[src/rtl/vga_pkg.sv]
// Shared definitions for the parametrised VGA timing controller: colour-source
// encodings, default 640x480@60 timing and a constant-width helper.
package vga_pkg;

    typedef enum logic [1:0] {
        MODE_EXT   = 2'd0,
        MODE_BARS  = 2'd1,
        MODE_CHECK = 2'd2,
        MODE_BLACK = 2'd3
    } vga_mode_t;

    localparam int DEF_H_ACTIVE = 640;
    localparam int DEF_H_FP     = 16;
    localparam int DEF_H_SYNC   = 96;
    localparam int DEF_H_BP     = 48;
    localparam int DEF_V_ACTIVE = 480;
    localparam int DEF_V_FP     = 10;
    localparam int DEF_V_SYNC   = 2;
    localparam int DEF_V_BP     = 33;
    localparam int DEF_CLK_DIV  = 4;
    localparam int DEF_COLOR_W  = 4;
    localparam int DEF_CHK_LOG2 = 5;

    // Bits needed to hold 0..value-1; never less than one so 1-entry ranges still get a bit.
    function automatic int clog2(input int value);
        int bits;
        bits = 0;
        while ((1 << bits) < value) begin
            bits = bits + 1;
        end
        if (bits < 1) begin
            bits = 1;
        end
        return bits;
    endfunction

endpackage

[src/rtl/vga_timing_ctrl_if.sv]
// Pixel request bus between the controller (master) and the frame source (slave).
interface vga_timing_ctrl_if #(
    parameter int COLOR_W = 4,
    parameter int X_W     = 10,
    parameter int Y_W     = 10
);
    logic [3*COLOR_W-1:0] pix_rgb;
    logic                 pix_req;
    logic [X_W-1:0]       pix_x;
    logic [Y_W-1:0]       pix_y;
    logic                 frame_start;

    modport master (
        input  pix_rgb,
        output pix_req,
        output pix_x,
        output pix_y,
        output frame_start
    );

    modport slave (
        output pix_rgb,
        input  pix_req,
        input  pix_x,
        input  pix_y,
        input  frame_start
    );
endinterface

[src/rtl/vga_sync_counter.sv]
// Pixel-clock divider, horizontal/vertical position counters and the
// combinational active/sync/frame-end decode derived from them.
module vga_sync_counter
    import vga_pkg::*;
#(
    parameter int H_ACTIVE = DEF_H_ACTIVE,
    parameter int H_FP     = DEF_H_FP,
    parameter int H_SYNC   = DEF_H_SYNC,
    parameter int H_BP     = DEF_H_BP,
    parameter int V_ACTIVE = DEF_V_ACTIVE,
    parameter int V_FP     = DEF_V_FP,
    parameter int V_SYNC   = DEF_V_SYNC,
    parameter int V_BP     = DEF_V_BP,
    parameter int CLK_DIV  = DEF_CLK_DIV,
    parameter int X_W      = clog2(H_ACTIVE + H_FP + H_SYNC + H_BP),
    parameter int Y_W      = clog2(V_ACTIVE + V_FP + V_SYNC + V_BP)
) (
    input  logic           clk,
    input  logic           reset,
    output logic [X_W-1:0] h,
    output logic [Y_W-1:0] v,
    output logic           pe,
    output logic           active,
    output logic           hs,
    output logic           vs,
    output logic           frame_end
);

    localparam int H_TOTAL = H_ACTIVE + H_FP + H_SYNC + H_BP;
    localparam int V_TOTAL = V_ACTIVE + V_FP + V_SYNC + V_BP;
    localparam int DIV_W   = clog2(CLK_DIV);

    localparam logic [DIV_W-1:0] DIV_LAST = DIV_W'(CLK_DIV - 1);
    localparam logic [X_W-1:0]   H_LAST   = X_W'(H_TOTAL - 1);
    localparam logic [X_W-1:0]   H_ACT    = X_W'(H_ACTIVE);
    localparam logic [X_W-1:0]   HS_FIRST = X_W'(H_ACTIVE + H_FP);
    localparam logic [X_W-1:0]   HS_LAST  = X_W'(H_ACTIVE + H_FP + H_SYNC - 1);
    localparam logic [Y_W-1:0]   V_LAST   = Y_W'(V_TOTAL - 1);
    localparam logic [Y_W-1:0]   V_ACT    = Y_W'(V_ACTIVE);
    localparam logic [Y_W-1:0]   VS_FIRST = Y_W'(V_ACTIVE + V_FP);
    localparam logic [Y_W-1:0]   VS_LAST  = Y_W'(V_ACTIVE + V_FP + V_SYNC - 1);

    logic [DIV_W-1:0] div;

    // With CLK_DIV=1 the divider is pinned at zero, which equals DIV_LAST, so pe stays high.
    always_ff @(posedge clk) begin
        if (reset) begin
            div <= '0;
            h   <= '0;
            v   <= '0;
        end else begin
            div <= pe ? '0 : div + 1'b1;
            if (pe) begin
                if (h == H_LAST) begin
                    h <= '0;
                    v <= (v == V_LAST) ? '0 : v + 1'b1;
                end else begin
                    h <= h + 1'b1;
                end
            end
        end
    end

    assign pe        = (div == DIV_LAST);
    assign active    = (h < H_ACT) && (v < V_ACT);
    assign hs        = (h >= HS_FIRST) && (h <= HS_LAST);
    assign vs        = (v >= VS_FIRST) && (v <= VS_LAST);
    assign frame_end = pe && (h == H_LAST) && (v == V_LAST);

endmodule

[src/rtl/vga_timing_ctrl.sv]
// Parametrised VGA controller: frame-aligned colour-source selection and a
// registered output stage one pixel period behind the position counters.
module vga_timing_ctrl
    import vga_pkg::*;
#(
    parameter int H_ACTIVE = DEF_H_ACTIVE,
    parameter int H_FP     = DEF_H_FP,
    parameter int H_SYNC   = DEF_H_SYNC,
    parameter int H_BP     = DEF_H_BP,
    parameter int V_ACTIVE = DEF_V_ACTIVE,
    parameter int V_FP     = DEF_V_FP,
    parameter int V_SYNC   = DEF_V_SYNC,
    parameter int V_BP     = DEF_V_BP,
    parameter bit HS_POL   = 1'b0,
    parameter bit VS_POL   = 1'b0,
    parameter int CLK_DIV  = DEF_CLK_DIV,
    parameter int COLOR_W  = DEF_COLOR_W,
    parameter int CHK_LOG2 = DEF_CHK_LOG2
) (
    input  logic                clk,
    input  logic                reset,
    input  logic [1:0]          mode,
    vga_timing_ctrl_if.master   pix,
    output logic [COLOR_W-1:0]  VGA_RED,
    output logic [COLOR_W-1:0]  VGA_GREEN,
    output logic [COLOR_W-1:0]  VGA_BLUE,
    output logic                VGA_HSYNC,
    output logic                VGA_VSYNC
);

    localparam int H_TOTAL = H_ACTIVE + H_FP + H_SYNC + H_BP;
    localparam int V_TOTAL = V_ACTIVE + V_FP + V_SYNC + V_BP;
    localparam int X_W     = clog2(H_TOTAL);
    localparam int Y_W     = clog2(V_TOTAL);
    localparam int BAR_W   = H_ACTIVE / 8;

    logic [X_W-1:0] h;
    logic [Y_W-1:0] v;
    logic           pe;
    logic           active;
    logic           hs;
    logic           vs;
    logic           frame_end;

    vga_mode_t      mode_q;
    logic [2:0]     bar;
    logic [COLOR_W-1:0] next_red;
    logic [COLOR_W-1:0] next_green;
    logic [COLOR_W-1:0] next_blue;

    vga_sync_counter #(
        .H_ACTIVE (H_ACTIVE),
        .H_FP     (H_FP),
        .H_SYNC   (H_SYNC),
        .H_BP     (H_BP),
        .V_ACTIVE (V_ACTIVE),
        .V_FP     (V_FP),
        .V_SYNC   (V_SYNC),
        .V_BP     (V_BP),
        .CLK_DIV  (CLK_DIV),
        .X_W      (X_W),
        .Y_W      (Y_W)
    ) u_sync (
        .clk       (clk),
        .reset     (reset),
        .h         (h),
        .v         (v),
        .pe        (pe),
        .active    (active),
        .hs        (hs),
        .vs        (vs),
        .frame_end (frame_end)
    );

    assign pix.pix_req     = active;
    assign pix.pix_x       = h;
    assign pix.pix_y       = v;
    assign pix.frame_start = frame_end;

    // Bar index by threshold compares; the last threshold passed wins, so no divider is needed.
    always_comb begin
        bar = '0;
        for (int i = 1; i < 8; i++) begin
            if (h >= X_W'(i * BAR_W)) begin
                bar = 3'(i);
            end
        end
    end

    always_comb begin
        next_red   = '0;
        next_green = '0;
        next_blue  = '0;
        if (active) begin
            case (mode_q)
                MODE_EXT: begin
                    next_red   = pix.pix_rgb[3*COLOR_W-1 -: COLOR_W];
                    next_green = pix.pix_rgb[2*COLOR_W-1 -: COLOR_W];
                    next_blue  = pix.pix_rgb[COLOR_W-1:0];
                end
                MODE_BARS: begin
                    next_red   = {COLOR_W{bar[2]}};
                    next_green = {COLOR_W{bar[1]}};
                    next_blue  = {COLOR_W{bar[0]}};
                end
                MODE_CHECK: begin
                    next_red   = {COLOR_W{h[CHK_LOG2] ^ v[CHK_LOG2]}};
                    next_green = {COLOR_W{h[CHK_LOG2] ^ v[CHK_LOG2]}};
                    next_blue  = {COLOR_W{h[CHK_LOG2] ^ v[CHK_LOG2]}};
                end
                default: begin
                    next_red   = '0;
                    next_green = '0;
                    next_blue  = '0;
                end
            endcase
        end
    end

    // Mode is only taken on the last pixel of a frame so the picture never changes source mid-frame.
    always_ff @(posedge clk) begin
        if (reset) begin
            mode_q    <= MODE_EXT;
            VGA_RED   <= '0;
            VGA_GREEN <= '0;
            VGA_BLUE  <= '0;
            VGA_HSYNC <= ~HS_POL;
            VGA_VSYNC <= ~VS_POL;
        end else begin
            if (frame_end) begin
                mode_q <= vga_mode_t'(mode);
            end
            if (pe) begin
                VGA_RED   <= next_red;
                VGA_GREEN <= next_green;
                VGA_BLUE  <= next_blue;
                VGA_HSYNC <= hs ? HS_POL : ~HS_POL;
                VGA_VSYNC <= vs ? VS_POL : ~VS_POL;
            end
        end
    end

endmodule
[src/flat_wrapper.sv]
// flat-port wrapper written by rule: the top's interface ports become plain ports
module vga_timing_ctrl_flat import vga_pkg::*;
#(
    parameter int H_ACTIVE = DEF_H_ACTIVE,
    parameter int H_FP     = DEF_H_FP,
    parameter int H_SYNC   = DEF_H_SYNC,
    parameter int H_BP     = DEF_H_BP,
    parameter int V_ACTIVE = DEF_V_ACTIVE,
    parameter int V_FP     = DEF_V_FP,
    parameter int V_SYNC   = DEF_V_SYNC,
    parameter int V_BP     = DEF_V_BP,
    parameter bit HS_POL   = 1'b0,
    parameter bit VS_POL   = 1'b0,
    parameter int CLK_DIV  = DEF_CLK_DIV,
    parameter int COLOR_W  = DEF_COLOR_W,
    parameter int CHK_LOG2 = DEF_CHK_LOG2
)
  (clk, reset, mode, VGA_RED, VGA_GREEN, VGA_BLUE, VGA_HSYNC, VGA_VSYNC, pix_pix_rgb, pix_pix_req, pix_pix_x, pix_pix_y, pix_frame_start);
  vga_timing_ctrl_if #(.COLOR_W(COLOR_W)) pix_i ();
  input  logic clk;
  input  logic reset;
  input  logic [1:0] mode;
  output logic [COLOR_W-1:0] VGA_RED;
  output logic [COLOR_W-1:0] VGA_GREEN;
  output logic [COLOR_W-1:0] VGA_BLUE;
  output logic VGA_HSYNC;
  output logic VGA_VSYNC;
  input wire logic [$bits(pix_i.pix_rgb)-1:0] pix_pix_rgb;
  output wire logic [$bits(pix_i.pix_req)-1:0] pix_pix_req;
  output wire logic [$bits(pix_i.pix_x)-1:0] pix_pix_x;
  output wire logic [$bits(pix_i.pix_y)-1:0] pix_pix_y;
  output wire logic [$bits(pix_i.frame_start)-1:0] pix_frame_start;
  assign pix_i.pix_rgb = pix_pix_rgb;
  assign pix_pix_req = pix_i.pix_req;
  assign pix_pix_x = pix_i.pix_x;
  assign pix_pix_y = pix_i.pix_y;
  assign pix_frame_start = pix_i.frame_start;
  vga_timing_ctrl #(.H_ACTIVE(H_ACTIVE), .H_FP(H_FP), .H_SYNC(H_SYNC), .H_BP(H_BP), .V_ACTIVE(V_ACTIVE), .V_FP(V_FP), .V_SYNC(V_SYNC), .V_BP(V_BP), .HS_POL(HS_POL), .VS_POL(VS_POL), .CLK_DIV(CLK_DIV), .COLOR_W(COLOR_W), .CHK_LOG2(CHK_LOG2)) u_core (.clk(clk), .reset(reset), .mode(mode), .pix(pix_i), .VGA_RED(VGA_RED), .VGA_GREEN(VGA_GREEN), .VGA_BLUE(VGA_BLUE), .VGA_HSYNC(VGA_HSYNC), .VGA_VSYNC(VGA_VSYNC));
endmodule
[config.mk]
export PLATFORM = sky130hd
export DESIGN_NAME = vga_timing_ctrl_flat
export DESIGN_NICKNAME = d
export VERILOG_FILES = /design/src/rtl/vga_pkg.sv /design/src/rtl/vga_timing_ctrl_if.sv /design/src/rtl/vga_sync_counter.sv /design/src/rtl/vga_timing_ctrl.sv /design/src/flat_wrapper.sv
export SDC_FILE = /design/constraint.sdc
export NUM_CORES = 1
export LEC_CHECK = 0
export CORE_MARGIN = 1.5
export CORE_UTILIZATION = 52
export DETAILED_ROUTE_END_ITERATION = 8
export GPL_ROUTABILITY_DRIVEN = 0
export PLACE_DENSITY = 0.9
export SLEW_MARGIN = 20
export SYNTH_ARGS = -nofsm -noshare
export SYNTH_HDL_FRONTEND = slang
export SYNTH_HIERARCHICAL = 1
export SYNTH_SLANG_ARGS = --single-unit
[constraint.sdc]
create_clock -name clk -period 4.37 [get_ports clk]
set_input_delay 0.437 -clock clk [delete_from_list [all_inputs] [get_ports clk]]
set_output_delay 0.437 -clock clk [all_outputs]
set_load 0.01 [all_outputs]
==> metrics.csv, run 1 <==
metric,value,unit
final hold vios,0,
CP Max Fanout,22,
"Core Util, Final",0.7076,
M1 wire length,2206,µm
final setup vio count,0,
fin nets,306,
area grow syn2layout,29.97,%
Synth Area in Simple Gates,0.2555,
overall routed net length,4986,µm
Mapped Cells,234,
drt pass-1 iters,4,
vias per cell,5.886,
leakage,0.8780,nW
Synth top area share,0.3788,
hpwl dp,3485,µm
largest family of logic cells by synthesized area,simple AND/OR/NAND/NOR gates,
DIE HEIGHT,65.15,µm
GR Util All Layers,0.2617,
# diodes,0,
die area,0.004244,mm²
drt first-iter violations,224,
dpl cells,326,
CP Capture Type,output pin,
dominant synthesized flop cell,dfxtp_1,
Max VDD drop,0.2213,mV
antenna-violating nets left,0,
hold buffers post-CTS,0,
Via Count,1954,
Logic pwr share,0.090,
GRT overflow,0,
"Warnings, synthesis",6,
Compound-Gate Fraction of Synth Area,0.2249,
mux share of post-synthesis cell area,0.009969,
highest routed layer,met4,
Clock power frac,0.363,
wire length on met3,276,µm
# DRC,0,
Post-CTS Resized,0,
fraction of the mapped netlist area in adder cells,0.03115,
clk slew on worst S/H paths,0.06,ns
max cap viols,0,
Initial Util,0.5444,
min Tclk post-route,3.066,ns
PortBufs,51,
data required time of the critical path,3.93,ns
RSZ-0062 raised after global routing,false,
crit share post-route,0.7017,
Seq pwr share,0.546,
switching part of the total,0.2285,
Max-slew headroom,0.5044,
largest net degree at the start of global routing,23,
CTS buffer count,5,
H-tree Lvls,2,
clock sinks,38,
wire per inst,15.02,µm
Layout Cells excl Fill,332,
row count,22,
post-CTS setup buffers,0,
xor and xnor area share after synthesis,0.05171,
Post-synth EDFFs,0,
hold slack,0.4681,ns
Skew-Pair Late Insertion Delay,0.29,ns
clk buf depth,2,
crit path cell chain,ha_1 -> nor3b_2 -> nand4_2 -> nor2_1 -> clkdlybuf4s50_1,
Die X,65.15,µm
CTS tree,done,
CP max stage delay,0.59,ns
distinct cell type count after synthesis,50,
crit path launch type,register,
final setup skew,0.008189,ns
count of final max-slew check failures,0,
Syn Std Cell Area,0.002008,mm²
worst-margin pin slew,0.7365,ns
"flops & latches, synth",38,
status,"complete, no violations",
ranking of synthesized cells by area,"dfxtp_1 38%, a21oi_1 4.5%, o21ai_0 4.5%",
global-route wire length before repair,8521,µm
CP max stage cell,clkdlybuf4s50_1,
core box area,0.003689,mm²
Hold Crit Class,reg -> reg,
Syn Nets,255,
vias in the first global route,1826,
register area share after synthesis,0.3788,
"Avg Cell Area, Syn",8.582,µm²
Setup CP Type,reg -> out,
Critical Path AT,2.63,ns
"area leader, netlist",dfxtp_1,
Post-Route Setup TNS,0,ns
ys async rst share,0,
PwrDens,251.3,mW/mm²
Pint,0.0005059,W
fraction of layout cells with a size suffix above 1,0.04930,
metal2 WL,2392,µm
initial antenna violation count,0,
total power,0.0006558,W
Psw,0.0001499,W
Max Clk Rate,326.1,MHz
# IOs,52,
clock root cell,clkbuf_8,
-- cells in the final DEF (no fill, tap or decap), types with 2 or more instances in the layout --
cell,count
dfxtp_1,38
or3b_1,2
and3_1,2
and2_1,2
nor2_1,21
nand3_1,10
xor2_1,3
o21a_1,2
or3_1,8
mux2i_1,2
o21ai_0,18
o2bb2ai_1,4
o211ai_1,4
clkbuf_8,6
a22o_1,4
ha_1,5
nand2_1,15
nor2b_1,7
a21oi_1,18
clkdlybuf4s50_1,51
nor4_1,2
xnor2_1,7
a311oi_1,2
o21bai_1,2
nand4_1,8
a221o_1,4
inv_1,10
nor3_1,6
-- cells by family (layout without fill, tap and decap cells) --
logic type | after synthesis | after routing
AO/OA/AOI/OAI | 67 | 67
XOR/XNOR | 11 | 11
adder cells (fa/ha/maj) | 5 | 5
buffers and inverters | 18 | 68
flip-flops | 38 | 38
multiplexers | 2 | 2
AND/OR/NAND/NOR | 93 | 93
-- per-stage QoR --
step | instance area, µm² | setup WS [ns]
after floorplan | 2008 | 2.344
after global placement | 2527 | 1.733
after detailed placement | 2527 | 1.639
after CTS | 2610 | 1.325
after global routing | 2610 | 1.145
final | 2610 | 1.304
-- cells in the mapped netlist (2+ instances only) --
master,count
nand3_1,10
ha_1,5
a311oi_1,2
clkbuf_1,2
a221o_1,4
nor2_1,21
nor3_1,6
or3_1,8
o2bb2ai_1,4
mux2i_1,2
buf_2,2
o21ai_0,18
and2_1,2
dfxtp_1,38
a22o_1,4
xnor2_1,7
and3_1,2
or3b_1,2
xor2_1,3
o21a_1,2
nor4_1,2
a21oi_1,18
buf_6,3
nor2b_1,7
inv_1,10
o211ai_1,4
o21bai_1,2
nand4_1,8
nand2_1,15
-- power groups by stage --
stage	Sequential, W	Clock [W]	Combinational [W]
after floorplan	0.000367	0	0.0000269
after CTS	0.000358	0.000243	0.0000592
after global routing	0.000359	0.000260	0.0000648
after global placement	0.000365	0	0.0000565
final	0.000358	0.000238	0.0000592
after detailed placement	0.000366	0	0.0000588
-- worst max-delay path: cells and delay by family (launching register included) --
family / cells / cell delay (ns)
adder cells (fa/ha/maj): 1 / 0.26
AND/OR/NAND/NOR: 3 / 1.05
buffers and inverters: 1 / 0.59
flip-flops: 1 / 0.44
-- final timing paths --
check | start | end | slack, ns | depth (start not counted)
worst max-delay path | u_core/u_sync/h[0] | pix_frame_start | 1.30 | 5
worst min-delay path | u_core/u_sync/div[0] | u_core/u_sync/div[0] | 0.47 | 1
worst max register to register | u_core/u_sync/h[0] | u_core/u_sync/v[8] | 2.16 | 5
worst min register to register | u_core/u_sync/div[0] | u_core/u_sync/div[0] | 0.47 | 1
-- layout make-up --
cell class | instances | area [µm²]
inverters | 10 | 37.54
fillers | 298 | 1079
repair buffers | 52 | 518.0
multi-input cells | 178 | 1151
well taps | 48 | 60.06
clock buffers | 6 | 82.58
flip-flops and latches | 38 | 760.7
-- sequential cells by signal (all words and copies together), names as in the netlist, 2 cells and up --
name / cells
u_core/u_sync/h: 10
u_core/u_sync/v: 10
u_core/VGA_BLUE: 4
u_core/VGA_GREEN: 4
u_core/VGA_RED: 4
u_core/mode_q: 2
u_core/u_sync/div: 2
-- routing by layer --
layer,GRT usage,up-vias
met2,0.4137,61
met5,0,-
met3,0.07363,9
li1,-,954
met1,0.3258,930
met4,0.1354,0
Power figures use the tool's default switching activity.
==> run 2: changes to the inputs <==
--- a/config.mk
+++ b/config.mk
@@ -6,10 +6,10 @@
 export NUM_CORES = 1
 export LEC_CHECK = 0
 export CORE_MARGIN = 1.5
-export CORE_UTILIZATION = 52
+export CORE_UTILIZATION = 44
 export DETAILED_ROUTE_END_ITERATION = 8
 export GPL_ROUTABILITY_DRIVEN = 0
-export PLACE_DENSITY = 0.9
+export PLACE_DENSITY = 0.82
 export SLEW_MARGIN = 20
 export SYNTH_ARGS = -nofsm -noshare
 export SYNTH_HDL_FRONTEND = slang
==> constraint.sdc (replaced) <==
create_clock -name clk -period 2.6 [get_ports clk]
set_input_delay 0.26 -clock clk [delete_from_list [all_inputs] [get_ports clk]]
set_output_delay 0.26 -clock clk [all_outputs]
set_load 0.01 [all_outputs]
==> run 2 against run 1 <==
  * Clock skew is essentially flat
  * Global-route usage shrank 5.9 points
  * Register-to-register slack lost 1.7 ns
  * Hold slack lost 0.036 ns
  * First-iteration DRC count shrank 52%
  * Sequential cell count is the same
  * Clock power grew to 2.6 times the previous value
  * Sequential share of layout area shrank 1.1 points
  * Largest cell class unchanged
  * Largest power group is now clock
==> metrics.csv, run 2 (synthesized netlist as in run 1, its figures left out) <==
metric,value,unit,change
global-route wire length before repair,8190,µm,was 8521 µm
PwrDens,482.5,mW/mm²,was 251.3 mW/mm²
# diodes,0,,unchanged
GRT overflow,0,,unchanged
Max Clk Rate,412.1,MHz,
initial antenna violation count,0,,unchanged
Hold Crit Class,reg -> reg,,unchanged
vias per cell,5.605,,was 5.886
CP Max Fanout,5,,was 22
GR Util All Layers,0.2030,,was 0.2617
crit path launch type,register,,unchanged
count of final max-slew check failures,0,,unchanged
Setup CP Type,reg -> out,,unchanged
# DRC,0,,unchanged
"most common cell after layout, fill and taps aside",clkdlybuf4s50_1,,unchanged
core box area,0.004384,mm²,was 0.003689 mm²
fill count,406,,was 298
most used routing layer,met2,,unchanged
CTS buffer count,5,,unchanged
leakage,0.9239,nW,was 0.8780 nW
most frequent cells in the layout,"51 x clkdlybuf4s50_1, 38 x dfxtp_1, 20 x nor2_1",,"was 51 x clkdlybuf4s50_1, 38 x dfxtp_1, 21 x nor2_1"
register-to-register setup slack,0.50,ns,was 2.16 ns
status,"complete, no violations",,unchanged
hpwl dp,3455,µm,was 3485 µm
RR Endpoint,u_core/VGA_RED[0],,was u_core/u_sync/v[8]
reg2reg start,u_core/u_sync/h[8],,was u_core/u_sync/h[0]
hold buffers post-CTS,0,,unchanged
vias in the first global route,1760,,was 1826
total power,0.001307,W,was 0.0006558 W
wire per inst,14.51,µm,was 15.02 µm
H-tree Lvls,2,,unchanged
max cap viols,0,,unchanged
row count,24,,was 22
clk slew on worst S/H paths,0.08,ns,was 0.06 ns
pre-CTS setup slack,0.3986,ns,was 1.639 ns
clock sinks,38,,unchanged
min Tclk post-route,2.426,ns,
final setup skew,0.008194,ns,was 0.008189 ns
Hold EP,u_core/u_sync/div[0],,unchanged
M1 GR Usage,0.2567,,was 0.3258
# IOs,52,,unchanged
worst hold start,u_core/u_sync/div[0],,unchanged
fraction of layout cells with a size suffix above 1,0.07241,,was 0.04930
final hold vios,0,,unchanged
DIE HEIGHT,70.56,µm,was 65.15 µm
die area,0.004978,mm²,was 0.004244 mm²
Die X,70.56,µm,was 65.15 µm
CTS tree,done,,unchanged
area grow syn2layout,34.83,%,was 29.97%
post-CTS setup buffers,0,,unchanged
crit path from,u_core/u_sync/v[0],,was u_core/u_sync/h[0]
Skew-Pair Late Insertion Delay,0.29,ns,about the same
Initial Util,0.4580,,was 0.5444
fin nets,310,,was 306
met3 usage,0.05698,,was 0.07363
antenna-violating nets left,0,,unchanged
largest net degree at the start of global routing,22,,was 23
R2R cell count,5,,unchanged
Critical Path AT,2.17,ns,was 2.63 ns
worst-margin pin slew,0.8718,ns,was 0.7365 ns
Setup WS post-layout,0.1737,ns,was 1.304 ns
CP Capture Type,output pin,,unchanged
overall routed net length,4964,µm,was 4986 µm
PortBufs,51,,unchanged
Max-slew headroom,0.4134,,was 0.5044
data required time of the critical path,2.34,ns,was 3.93 ns
clk buf depth,2,,unchanged
grt met2 use,0.3291,,was 0.4137
Top Registers,"u_core/u_sync/h (10), u_core/u_sync/v (10)",,unchanged
drt first-iter violations,107,,was 224
hold depth,1,,unchanged
clock root cell,clkbuf_8,,unchanged
Via Count,1917,,was 1954
final setup vio count,0,,unchanged
Max VDD drop,0.3481,mV,was 0.2213 mV
crit share post-route,0.9332,,
drt pass-1 iters,4,,unchanged
run 2: area by class of cell:
class                      instances  area, µm²  area share
clock buffer                       5      68.82     0.02542
clock inverter                     3      68.82     0.02542
inverter                          10      37.54     0.01386
multi-input combinational        178       1159      0.4279
sequential                        38      760.7      0.2810
tap                               52      65.06     0.02403
timing repair buffer              56      548.0      0.2024
run 2: layer usage:
| layer | vias up | routed length [µm] |
|---|---|---|
| met3 | 13 | 269 |
| met4 | 0 | 108 |
| li1 | 962 | - |
| met2 | 62 | 2327 |
| met5 | - | 0 |
| met1 | 880 | 2260 |
run 2: power breakdown:
part	internal [W]	switching (W)	total, W
clock	0.000384	0.000223	0.000608
sequential	0.000593	0.00000744	0.000600
combinational	0.0000521	0.0000462	0.0000983
run 2: metrics by stage:
step           area [µm²]  hold WS, ns  utilization  instances  TNS (ns)
4_1_cts              2700       0.4349       0.6159        342         0
5_1_grt              2708       0.4473       0.6176        342  -0.02653
3_3_place_gp         2562       0.4140       0.5845        334         0
6_report             2708       0.4323       0.6176        342         0
2_1_floorplan        2008       0.3291            -        234         0
3_5_place_dp         2562       0.4179       0.5845        334         0
run 2: worst max-delay path, stage by stage, from the launching register on:
cell and delay, ns:
dfxtp_1 0.35, inv_1 0.10, ha_1 0.15, nor4b_1 0.26
nand4_1 0.25, nor2_4 0.20, clkdlybuf4s50_1 0.56
run 2: how the worst max path moves through the flow:
| stage | end | slack, ns | depth (start not counted) |
|---|---|---|---|
| final | pix_frame_start | 0.17 | 6 |
| after global routing | pix_frame_start | -0.03 | 6 |
| after detailed placement | pix_frame_start | 0.40 | 6 |
| after CTS | pix_frame_start | 0.04 | 6 |
| after floorplan | u_core/mode_q[0] | 0.63 | 8 |
| after global placement | pix_frame_start | 0.48 | 5 |
run 2: repair_timing:
action | 4_1_cts | 5_1_grt
hold endpoints to repair | 0 | 0
resized for setup | 0 | 2
setup endpoints to repair | 0 | 1
==> run 3: changes to the inputs <==
--- a/config.mk
+++ b/config.mk
@@ -7,6 +7,7 @@
 export LEC_CHECK = 0
 export CORE_MARGIN = 1.5
 export CORE_UTILIZATION = 44
+export CTS_CLUSTER_DIAMETER = 30
 export DETAILED_ROUTE_END_ITERATION = 8
 export GPL_ROUTABILITY_DRIVEN = 0
 export PLACE_DENSITY = 0.82
==> results of run 3 <==
Same layout as run 2: the final DEF is identical, and so are final timing and power.
